## config.mk

```make
export PLATFORM = sky130hd
export DESIGN_NAME = pointer_accum_flat
export DESIGN_NICKNAME = d
export VERILOG_FILES = /design/src/rtl/pointer_accum_if.sv /design/src/rtl/pointer_accum.sv /design/src/flat_wrapper.sv
export SDC_FILE = /design/constraint.sdc
export NUM_CORES = 1
export LEC_CHECK = 0
export BUFFER_PORTS_ARGS = -buffer_cell sky130_fd_sc_hd__buf_2
export CAP_MARGIN = 15
export CORE_ASPECT_RATIO = 0.6
export CORE_UTILIZATION = 45
export DETAILED_ROUTE_END_ITERATION = 8
export GPL_ROUTABILITY_DRIVEN = 0
export HOLD_SLACK_MARGIN = 0.06
export PLACE_DENSITY_LB_ADDON = 0.3
export SLEW_MARGIN = 20
export SYNTH_ARGS = -nofsm -noshare
export SYNTH_HDL_FRONTEND = slang
export SYNTH_SLANG_ARGS = --single-unit
```

## constraint.sdc

```tcl
create_clock -name frame_clk -period 3.4 [get_ports frame_clk]
set_input_delay 0.51 -clock frame_clk [delete_from_list [all_inputs] [get_ports frame_clk]]
set_output_delay 0.51 -clock frame_clk [all_outputs]
set_load 0.1 [all_outputs]
```

## src/rtl/pointer_accum_if.sv

```systemverilog
// Mouse packet channel from the packet decoder to the cursor tracker.
// Carries signed X/Y motion, per-axis overflow flags and the button bits.
// Single valid/ready handshake; a packet transfers on valid && ready.
interface pointer_accum_if;
    logic       pkt_valid;
    logic       pkt_ready;
    logic [7:0] X_displ;
    logic [7:0] Y_displ;
    logic       X_ovf;
    logic       Y_ovf;
    logic [2:0] buttons;    // {middle, right, left}

    modport master (
        output pkt_valid, X_displ, Y_displ, X_ovf, Y_ovf, buttons,
        input  pkt_ready
    );

    modport slave (
        input  pkt_valid, X_displ, Y_displ, X_ovf, Y_ovf, buttons,
        output pkt_ready
    );
endinterface

```

## src/rtl/pointer_accum.sv

```systemverilog
// Cursor tracker: scales mouse motion by 2^-SHIFT with carried residual, clamps to screen.
// Latency: packet accepted on edge N, outputs update on edge N+2, next accept on edge N+3.
// Backpressure: pkt_ready is high only in IDLE; valid seen in CALC/COMMIT is ignored.
module pointer_accum #(
    parameter int X_MAX = 639,
    parameter int Y_MAX = 479,
    parameter int SIZE  = 4,
    parameter int SHIFT = 1,
    parameter int POS_W = 10
) (
    input  logic             frame_clk,
    input  logic             Reset,
    pointer_accum_if.slave   pkt,
    output logic [POS_W-1:0] X_pos,
    output logic [POS_W-1:0] Y_pos,
    output logic [POS_W-1:0] Size,
    output logic             draw,
    output logic             erase,
    output logic             moved
);

    localparam logic [POS_W-1:0]  X_CTR = POS_W'((X_MAX + 1) / 2);
    localparam logic [POS_W-1:0]  Y_CTR = POS_W'((Y_MAX + 1) / 2);
    localparam logic signed [11:0] X_LO = 12'(SIZE);
    localparam logic signed [11:0] X_HI = 12'(X_MAX - SIZE);
    localparam logic signed [11:0] Y_LO = 12'(SIZE);
    localparam logic signed [11:0] Y_HI = 12'(Y_MAX - SIZE);

    typedef enum logic [1:0] {IDLE, CALC, COMMIT} state_t;

    state_t state_q, state_d;

    // latched packet
    logic [7:0] dx_q, dy_q;
    logic       xovf_q, yovf_q;
    logic [2:0] btn_q;

    // motion split into integer step and fractional residual
    logic signed [11:0] acc_x, acc_y;
    logic signed [11:0] step_x_d, step_y_d, step_x_q, step_y_q;
    logic signed [11:0] rn_x_d, rn_y_d, rn_x_q, rn_y_q;

    // architectural state
    logic signed [11:0] res_x_q, res_y_q, res_x_d, res_y_d;
    logic [POS_W-1:0]   x_pos_q, y_pos_q, x_pos_d, y_pos_d;
    logic               mid_prev_q, draw_q, erase_q, moved_q;

    logic signed [11:0] sum_x, sum_y;
    logic               accept, mid_rise;

    function automatic logic signed [11:0] clamp12(input logic signed [11:0] v,
                                                   input logic signed [11:0] lo,
                                                   input logic signed [11:0] hi);
        if (v < lo)      return lo;
        else if (v > hi) return hi;
        else             return v;
    endfunction

    assign pkt.pkt_ready = (state_q == IDLE);
    assign accept        = (state_q == IDLE) && pkt.pkt_valid;

    // State register
    always_ff @(posedge frame_clk or posedge Reset) begin
        if (Reset) state_q <= IDLE;
        else       state_q <= state_d;
    end

    // Next-state: fixed three-cycle walk once a packet is taken
    always_comb begin
        state_d = state_q;
        case (state_q)
            IDLE:    if (pkt.pkt_valid) state_d = CALC;
            CALC:    state_d = COMMIT;
            COMMIT:  state_d = IDLE;
            default: state_d = IDLE;
        endcase
    end

    // Capture the packet on the accepting edge
    always_ff @(posedge frame_clk or posedge Reset) begin
        if (Reset) begin
            dx_q   <= '0;
            dy_q   <= '0;
            xovf_q <= 1'b0;
            yovf_q <= 1'b0;
            btn_q  <= '0;
        end else if (accept) begin
            dx_q   <= pkt.X_displ;
            dy_q   <= pkt.Y_displ;
            xovf_q <= pkt.X_ovf;
            yovf_q <= pkt.Y_ovf;
            btn_q  <= pkt.buttons;
        end
    end

    // Split residual+motion into a floor step and a non-negative remainder
    always_comb begin
        acc_x    = res_x_q + $signed({{4{dx_q[7]}}, dx_q});
        acc_y    = res_y_q + $signed({{4{dy_q[7]}}, dy_q});
        step_x_d = acc_x >>> SHIFT;
        step_y_d = acc_y >>> SHIFT;
        rn_x_d   = acc_x - (step_x_d <<< SHIFT);
        rn_y_d   = acc_y - (step_y_d <<< SHIFT);
        if (xovf_q) begin
            step_x_d = '0;
            rn_x_d   = '0;
        end
        if (yovf_q) begin
            step_y_d = '0;
            rn_y_d   = '0;
        end
    end

    // Hold the CALC results for the COMMIT cycle
    always_ff @(posedge frame_clk or posedge Reset) begin
        if (Reset) begin
            step_x_q <= '0;
            step_y_q <= '0;
            rn_x_q   <= '0;
            rn_y_q   <= '0;
        end else if (state_q == CALC) begin
            step_x_q <= step_x_d;
            step_y_q <= step_y_d;
            rn_x_q   <= rn_x_d;
            rn_y_q   <= rn_y_d;
        end
    end

    // New position: clamped motion, or recentre on a middle-button press
    always_comb begin
        sum_x    = $signed(12'(x_pos_q)) + step_x_q;
        sum_y    = $signed(12'(y_pos_q)) + step_y_q;
        mid_rise = btn_q[2] && !mid_prev_q;
        x_pos_d  = POS_W'(clamp12(sum_x, X_LO, X_HI));
        y_pos_d  = POS_W'(clamp12(sum_y, Y_LO, Y_HI));
        res_x_d  = rn_x_q;
        res_y_d  = rn_y_q;
        if (mid_rise) begin
            x_pos_d = X_CTR;
            y_pos_d = Y_CTR;
            res_x_d = '0;
            res_y_d = '0;
        end
    end

    // Commit position, residuals and buttons; moved pulses for one cycle
    always_ff @(posedge frame_clk or posedge Reset) begin
        if (Reset) begin
            x_pos_q    <= X_CTR;
            y_pos_q    <= Y_CTR;
            res_x_q    <= '0;
            res_y_q    <= '0;
            mid_prev_q <= 1'b0;
            draw_q     <= 1'b0;
            erase_q    <= 1'b0;
            moved_q    <= 1'b0;
        end else begin
            moved_q <= 1'b0;
            if (state_q == COMMIT) begin
                x_pos_q    <= x_pos_d;
                y_pos_q    <= y_pos_d;
                res_x_q    <= res_x_d;
                res_y_q    <= res_y_d;
                mid_prev_q <= btn_q[2];
                draw_q     <= btn_q[0];
                erase_q    <= btn_q[1] && !btn_q[0];
                moved_q    <= (x_pos_d != x_pos_q) || (y_pos_d != y_pos_q);
            end
        end
    end

    assign X_pos = x_pos_q;
    assign Y_pos = y_pos_q;
    assign Size  = POS_W'(SIZE);
    assign draw  = draw_q;
    assign erase = erase_q;
    assign moved = moved_q;

endmodule
```

## src/flat_wrapper.sv

```systemverilog
// flat-port wrapper written by rule: the top's interface ports become plain ports
module pointer_accum_flat 
#(
    parameter int X_MAX = 639,
    parameter int Y_MAX = 479,
    parameter int SIZE  = 4,
    parameter int SHIFT = 1,
    parameter int POS_W = 10
)
  (frame_clk, Reset, X_pos, Y_pos, Size, draw, erase, moved, pkt_pkt_valid, pkt_X_displ, pkt_Y_displ, pkt_X_ovf, pkt_Y_ovf, pkt_buttons, pkt_pkt_ready);
  pointer_accum_if pkt_i ();
  input  logic frame_clk;
  input  logic Reset;
  output logic [POS_W-1:0] X_pos;
  output logic [POS_W-1:0] Y_pos;
  output logic [POS_W-1:0] Size;
  output logic draw;
  output logic erase;
  output logic moved;
  input wire logic [$bits(pkt_i.pkt_valid)-1:0] pkt_pkt_valid;
  input wire logic [$bits(pkt_i.X_displ)-1:0] pkt_X_displ;
  input wire logic [$bits(pkt_i.Y_displ)-1:0] pkt_Y_displ;
  input wire logic [$bits(pkt_i.X_ovf)-1:0] pkt_X_ovf;
  input wire logic [$bits(pkt_i.Y_ovf)-1:0] pkt_Y_ovf;
  input wire logic [$bits(pkt_i.buttons)-1:0] pkt_buttons;
  output wire logic [$bits(pkt_i.pkt_ready)-1:0] pkt_pkt_ready;
  assign pkt_i.pkt_valid = pkt_pkt_valid;
  assign pkt_i.X_displ = pkt_X_displ;
  assign pkt_i.Y_displ = pkt_Y_displ;
  assign pkt_i.X_ovf = pkt_X_ovf;
  assign pkt_i.Y_ovf = pkt_Y_ovf;
  assign pkt_i.buttons = pkt_buttons;
  assign pkt_pkt_ready = pkt_i.pkt_ready;
  pointer_accum #(.X_MAX(X_MAX), .Y_MAX(Y_MAX), .SIZE(SIZE), .SHIFT(SHIFT), .POS_W(POS_W)) u_core (.frame_clk(frame_clk), .Reset(Reset), .pkt(pkt_i), .X_pos(X_pos), .Y_pos(Y_pos), .Size(Size), .draw(draw), .erase(erase), .moved(moved));
endmodule
```

# ---- Yosys cells after proc, flatten, opt, wreduce, memory -nomap -nowiden
# Cells that the tools add are included.
dict set report word_totals {
  regBits 119
  input_bits 24
  wordCells 55
}
dict set report op_classes {
  n_addsub 6
  n_lt_le_gt_ge 4
  n_eq_ne 5
  mux 15
  n_reduce_logical 7
}
# cell n
set ops {}
lappend ops {{2-to-1 mux 12 bit} 6}
lappend ops {{2-to-1 mux 10 bit} 6}
lappend ops {{adder 11 x 12 -> 12 bit} 2}
lappend ops {{adder 12 x 8 -> 12 bit} 2}
lappend ops {{less-than comparator 12 x 4 -> 1 bit, second input constant} 2}
lappend ops {{subtractor 12 bit} 2}
lappend ops {{!= test 10 bit} 2}
lappend ops {{> comparator 12 x 10 -> 1 bit, second input constant} 1}
lappend ops {{> comparator 12 x 11 -> 1 bit, second input constant} 1}
lappend ops {{one-hot mux 2 bit (2 select lines)} 1}
lappend ops {{logical AND 1 bit} 3}
lappend ops {{== test 2 x 1 -> 1 bit, second input constant} 1}
lappend ops {{== test 2 bit, second input constant} 1}
lappend ops {{zero test 1 bit} 2}
lappend ops {{zero test 2 bit} 1}
lappend ops {{2-to-1 mux 2 bit} 1}
lappend ops {{!= test 2 bit, second input constant} 1}
lappend ops {{logical OR 1 bit} 1}
lappend ops {{2-to-1 mux 1 bit} 1}

# ---- Depth between registers and ports, before layout
dict set report depth {
  ltp_word 8
  ltp_mapped 14
  mapped_depth_nobuf 13
}

# ---- Worst setup path after synthesis
# OpenSTA, ideal clock, no wires.
dict set report synth_path {
  kind {flip-flop to flip-flop}
  from {register u_core.y_pos_q[0] (netlist: u_core.Y_pos[0])}
  to {register u_core.moved_q (netlist: u_core.moved)}
  t_arrival_ns 3.997
  required_ns 3.264
  path_slack_ns -0.733
  path_stages_with_launch 14
  period_less_slack_ns 4.133
  cell_sequence {dfrtp_1 -> ha_1 -> inv_1 -> fa_1 -> nor2b_1 -> o2111ai_1 -> a211o_1 -> and3_1 -> o32ai_1 -> a21oi_1 -> a32o_1 -> a221o_1 -> a2111oi_2 -> a31oi_1}
}
dict set report synth_via {
  elab_chain_len 8
}
# element line_no
set synth_lines {}
lappend synth_lines {{start: declaration} pointer_accum.sv:45} ;# logic [POS_W-1:0] x_pos_q, y_pos_q, x_pos_d, y_pos_d;
lappend synth_lines {{start signal: assignment} pointer_accum.sv:161} ;# y_pos_q <= y_pos_d;
lappend synth_lines {{adder 11 x 12 -> 12 bit} pointer_accum.sv:132} ;# sum_y = $signed(12'(y_pos_q)) + step_y_q;
lappend synth_lines {{> comparator 12 x 10 -> 1 bit} pointer_accum.sv:55} ;# else if (v > hi) return hi;
lappend synth_lines {{2-to-1 mux 10 bit} pointer_accum.sv:55}
lappend synth_lines {{2-to-1 mux 10 bit} pointer_accum.sv:54} ;# if (v < lo) return lo;
lappend synth_lines {{2-to-1 mux 10 bit} pointer_accum.sv:138} ;# if (mid_rise) begin
lappend synth_lines {{!= test 10 bit (*)} pointer_accum.sv:167} ;# moved_q <= (x_pos_d != x_pos_q) || (y_pos_d != y_pos_q);
lappend synth_lines {{logical OR 1 bit (*)} pointer_accum.sv:167}
lappend synth_lines {{2-to-1 mux 1 bit (*)} pointer_accum.sv:159} ;# if (state_q == COMMIT) begin
lappend synth_lines {{end signal: assignment} pointer_accum.sv:167}
lappend synth_lines {{end: declaration} pointer_accum.sv:46} ;# logic mid_prev_q, draw_q, erase_q, moved_q;
# Every way passes the cells marked *; elsewhere a longest branch is shown, timed or not.
# A chain may end at the register's enable or synchronous reset.

# ---- Final worst setup path
# Ends and elaborated chain as after synthesis.

==> impl_metrics.toml <==
[outcome]
status = "finished, violations left"
violations = "setup timing"

[sta]
timing.fmax_ghz = 0.2838
fin_crit_sh = 1.036
setup_violations = 1
fin_ws_ns = -0.1241
slew_viol_final = 0
finClkSkew_ns = 0.005991
slew_headroom = 0.3009
rsz0062_at_grt = "yes"
worst_pin_slew_ns = 1.049
hold_viol = 0
whs_ns = 0.3528
min_period_ns = 3.524

[route]
drc = 0
top_layer = "met4"
vias = 5693
dr_wl_met3_um = 2207
drt_iter0_drc = 491
avgRoutedWirePerCell_um = 19.04
wl_met2_um = 6884
avgViaCountPerCell = 6.175
drtPass1Iterations = 5
drt_wl_total_um = 17560
met1Wirelength_um = 8189
drtAntennaViolNets = 0

[worst_hold_path]
min_path_type = "in2async"

[clock_network]
numCtsBuffers = 9
ctsHtreeMaxLevel = 3
cts_max_path_buffers = 2
clockRootBuffer = "clkbuf_16"
clkLatencyLatePin_ns = 0.34
clk_pin_slew_ns = 0.06
cts_tree = "built"
cts.sinks = 74

[job]
drv_cap = 0

[final_layout]
final-seq-area_sq_um = 1873
multiInputGateArea_sq_um = 3802
final_net_count = 816
area_growth_pct = 23.47
diodes = 0
nFillCells = 1087
final_layout_size_suffix_gt1_frac = 0.2919

[synth]
synth_largest_area_cell = "dfrtp_1"
synth.distinct_cells = 76
syn_area_per_cell_sq_um = 8.961
synthCells = 643
synth_ff_type = "dfrtp_1"
ys_ff_latch = 74
seq_area_frac_synth = 0.3227
synth_top_area_share = 0.2953
yosysWarnings = 0
synthTopCellsByArea = "dfrtp_1 (30%), ha_1 (7.8%), mux2_2 (4.9%)"
synth_edf_count = 0
postSynth.asyncResetShare = 1.000
syn_area_sq_um = 5762

[die]
coreArea_sq_um = 12260
initial_utilization = 0.4701
die_height_um = 89.65
rows = 31
dieArea_sq_um = 13280
io-pin-count = 58
die_x_um = 148.1

[placement]
dpl.hpwl_um = 13560
portBuffers = 47

[grt]
grt_overflow = 0
antenna_found_initial = 0
grt_usage = 0.2737
grt_max_degree = 43
grt_pass1_vias = 5325
grt_first_pass_wirelength_um = 27760

[critical_path]
crit_type = "reg2reg"
crit_required_ns = 3.58
arrival_ns = 3.70
slowest_stage = "fa_1"
critPathCaptureType = "flop"
path_cells = "ha_1 > inv_1 > fa_1 > nor2b_1 > o2111ai_2 > a211o_1 > and3_1 > o32ai_2 > a21oi_1 > a32o_1 > a221o_1 > a2111oi_2 > a31oi_1"
cp_max_fo = 3
max_stage_delay_ns = 0.40
start_kind = "flop"
## path summary, 6_finish.rpt
path	startpoint	to	slack, ns	depth (start not counted)
max	u_core.Y_pos[0]	u_core.moved	-0.12	13
min	Reset	u_core.dy_q[3]	0.35	2
max reg2reg	u_core.Y_pos[0]	u_core.moved	-0.12	13
min reg2reg	u_core.rn_y_q[0]	u_core.rn_y_q[0]	0.49	2
max in group asynchronous	Reset	u_core.Y_pos[4]	2.30	3
min in group frame_clk	pkt_X_displ[6]	u_core.dx_q[6]	0.40	2
## synth_stat cells, types with 6 or more instances
| cell | instances |
|---|---|
| a211oi_1 | 14 |
| a22o_1 | 15 |
| dfstp_2 | 6 |
| or3_1 | 7 |
| a21o_1 | 21 |
| nand4_1 | 7 |
| a211o_1 | 9 |
| ha_1 | 36 |
| o31ai_1 | 15 |
| o211ai_1 | 6 |
| a21oi_1 | 38 |
| clkbuf_1 | 18 |
| nand2_1 | 59 |
| inv_1 | 22 |
| buf_4 | 10 |
| nor3_1 | 10 |
| nand2b_1 | 21 |
| a31oi_1 | 8 |
| xnor2_1 | 17 |
| nor2_1 | 42 |
| mux2_2 | 25 |
| dfrtp_1 | 68 |
| nor2b_1 | 10 |
| o21ai_0 | 31 |
| nand3_1 | 16 |
| xor2_1 | 6 |
## state kept, by name, indices dropped and copies added (netlist names), 2 cells and up
register / flops
u_core.Y_pos: 10
u_core.res_y_q: 2
u_core.step_y_q: 11
u_core.dx_q: 8
u_core.step_x_q: 11
u_core.X_pos: 10
u_core.btn_q: 3
u_core.state_q: 2
u_core.dy_q: 8
## per-stage QoR
| step | instances | worst slack [ns] | util | setup TNS (ns) | area, sq um |
|---|---|---|---|---|---|
| floorplan | 651 | -0.3304 | - | -0.3304 | 5848 |
| global placement | 902 | -0.1200 | 0.5451 | -0.1200 | 6681 |
| detailed placement | 902 | -0.1526 | 0.5451 | -0.1526 | 6681 |
| CTS | 921 | 0.006607 | 0.5762 | 0 | 7062 |
| global route | 922 | -0.2913 | 0.5804 | -0.3749 | 7114 |
| finish | 922 | -0.1241 | 0.5804 | -0.1241 | 7114 |
## critical path, delay by kind of cell, from the launching register on
| family | cells | cell delay, ns |
|---|---|---|
| buffers and inverters | 1 | 0.06 |
| adder cells (fa/ha/maj) | 2 | 0.57 |
| flip-flops | 1 | 0.38 |
| AO/OA/AOI/OAI | 8 | 1.91 |
| AND/OR/NAND/NOR | 2 | 0.45 |
## what timing repair did
| action | in CTS | in global routing |
|---|---|---|
| endpoints found under the setup margin | 1 | 4 |
| pin swaps | 13 | 4 |
| hold buffers | 0 | 0 |
| setup buffers | 3 | 1 |
| resized for setup | 9 | 11 |
## area by class of cell
type / count / area share
multi-input cells: 519 / 0.5345
repair buffers: 126 / 0.1187
clock buffers: 11 / 0.03412
flip-flops and latches: 74 / 0.2633
inverters: 22 / 0.01161
well taps: 165 / 0.02902
clock inverters: 5 / 0.008794
## layout by cell type, fill, tap and decap left out, types with 13 or more instances in the layout
cell	instances
buf_4	77
nand2_1	59
dfrtp_1	57
buf_2	47
nor2_1	41
a21oi_1	38
ha_1	32
o21ai_0	29
mux2_2	25
a21o_1	21
nand2b_1	21
inv_1	20
xnor2_1	17
nand3_1	16
a22o_1	15
o31ai_1	13
## kinds of logic after synthesis
| kind of cell | count (synthesis) | share of synthesized area |
|---|---|---|
| AOI/OAI and AO/OA | 215 | 0.2697 |
| and+or+nand+nor | 205 | 0.1824 |
| DFF | 74 | 0.3227 |
| buffers and inverters | 58 | 0.04625 |
| adders and majority gates | 40 | 0.09207 |
| muxes | 26 | 0.05060 |
| xor gates and xnor gates | 23 | 0.03496 |
| other | 2 | 0.001303 |
## metal layers
| layer | vias up | track usage |
|---|---|---|
| li1 | 2614 | - |
| met1 | 2698 | 0.3939 |
| met2 | 344 | 0.3914 |
| met3 | 37 | 0.09343 |
| met4 | 0 | 0.06560 |
| met5 | - | 0 |
Power is left out: the tool's default activity adds up to more than one toggle a clock period on the data nets, which glitch-free logic cannot reach.
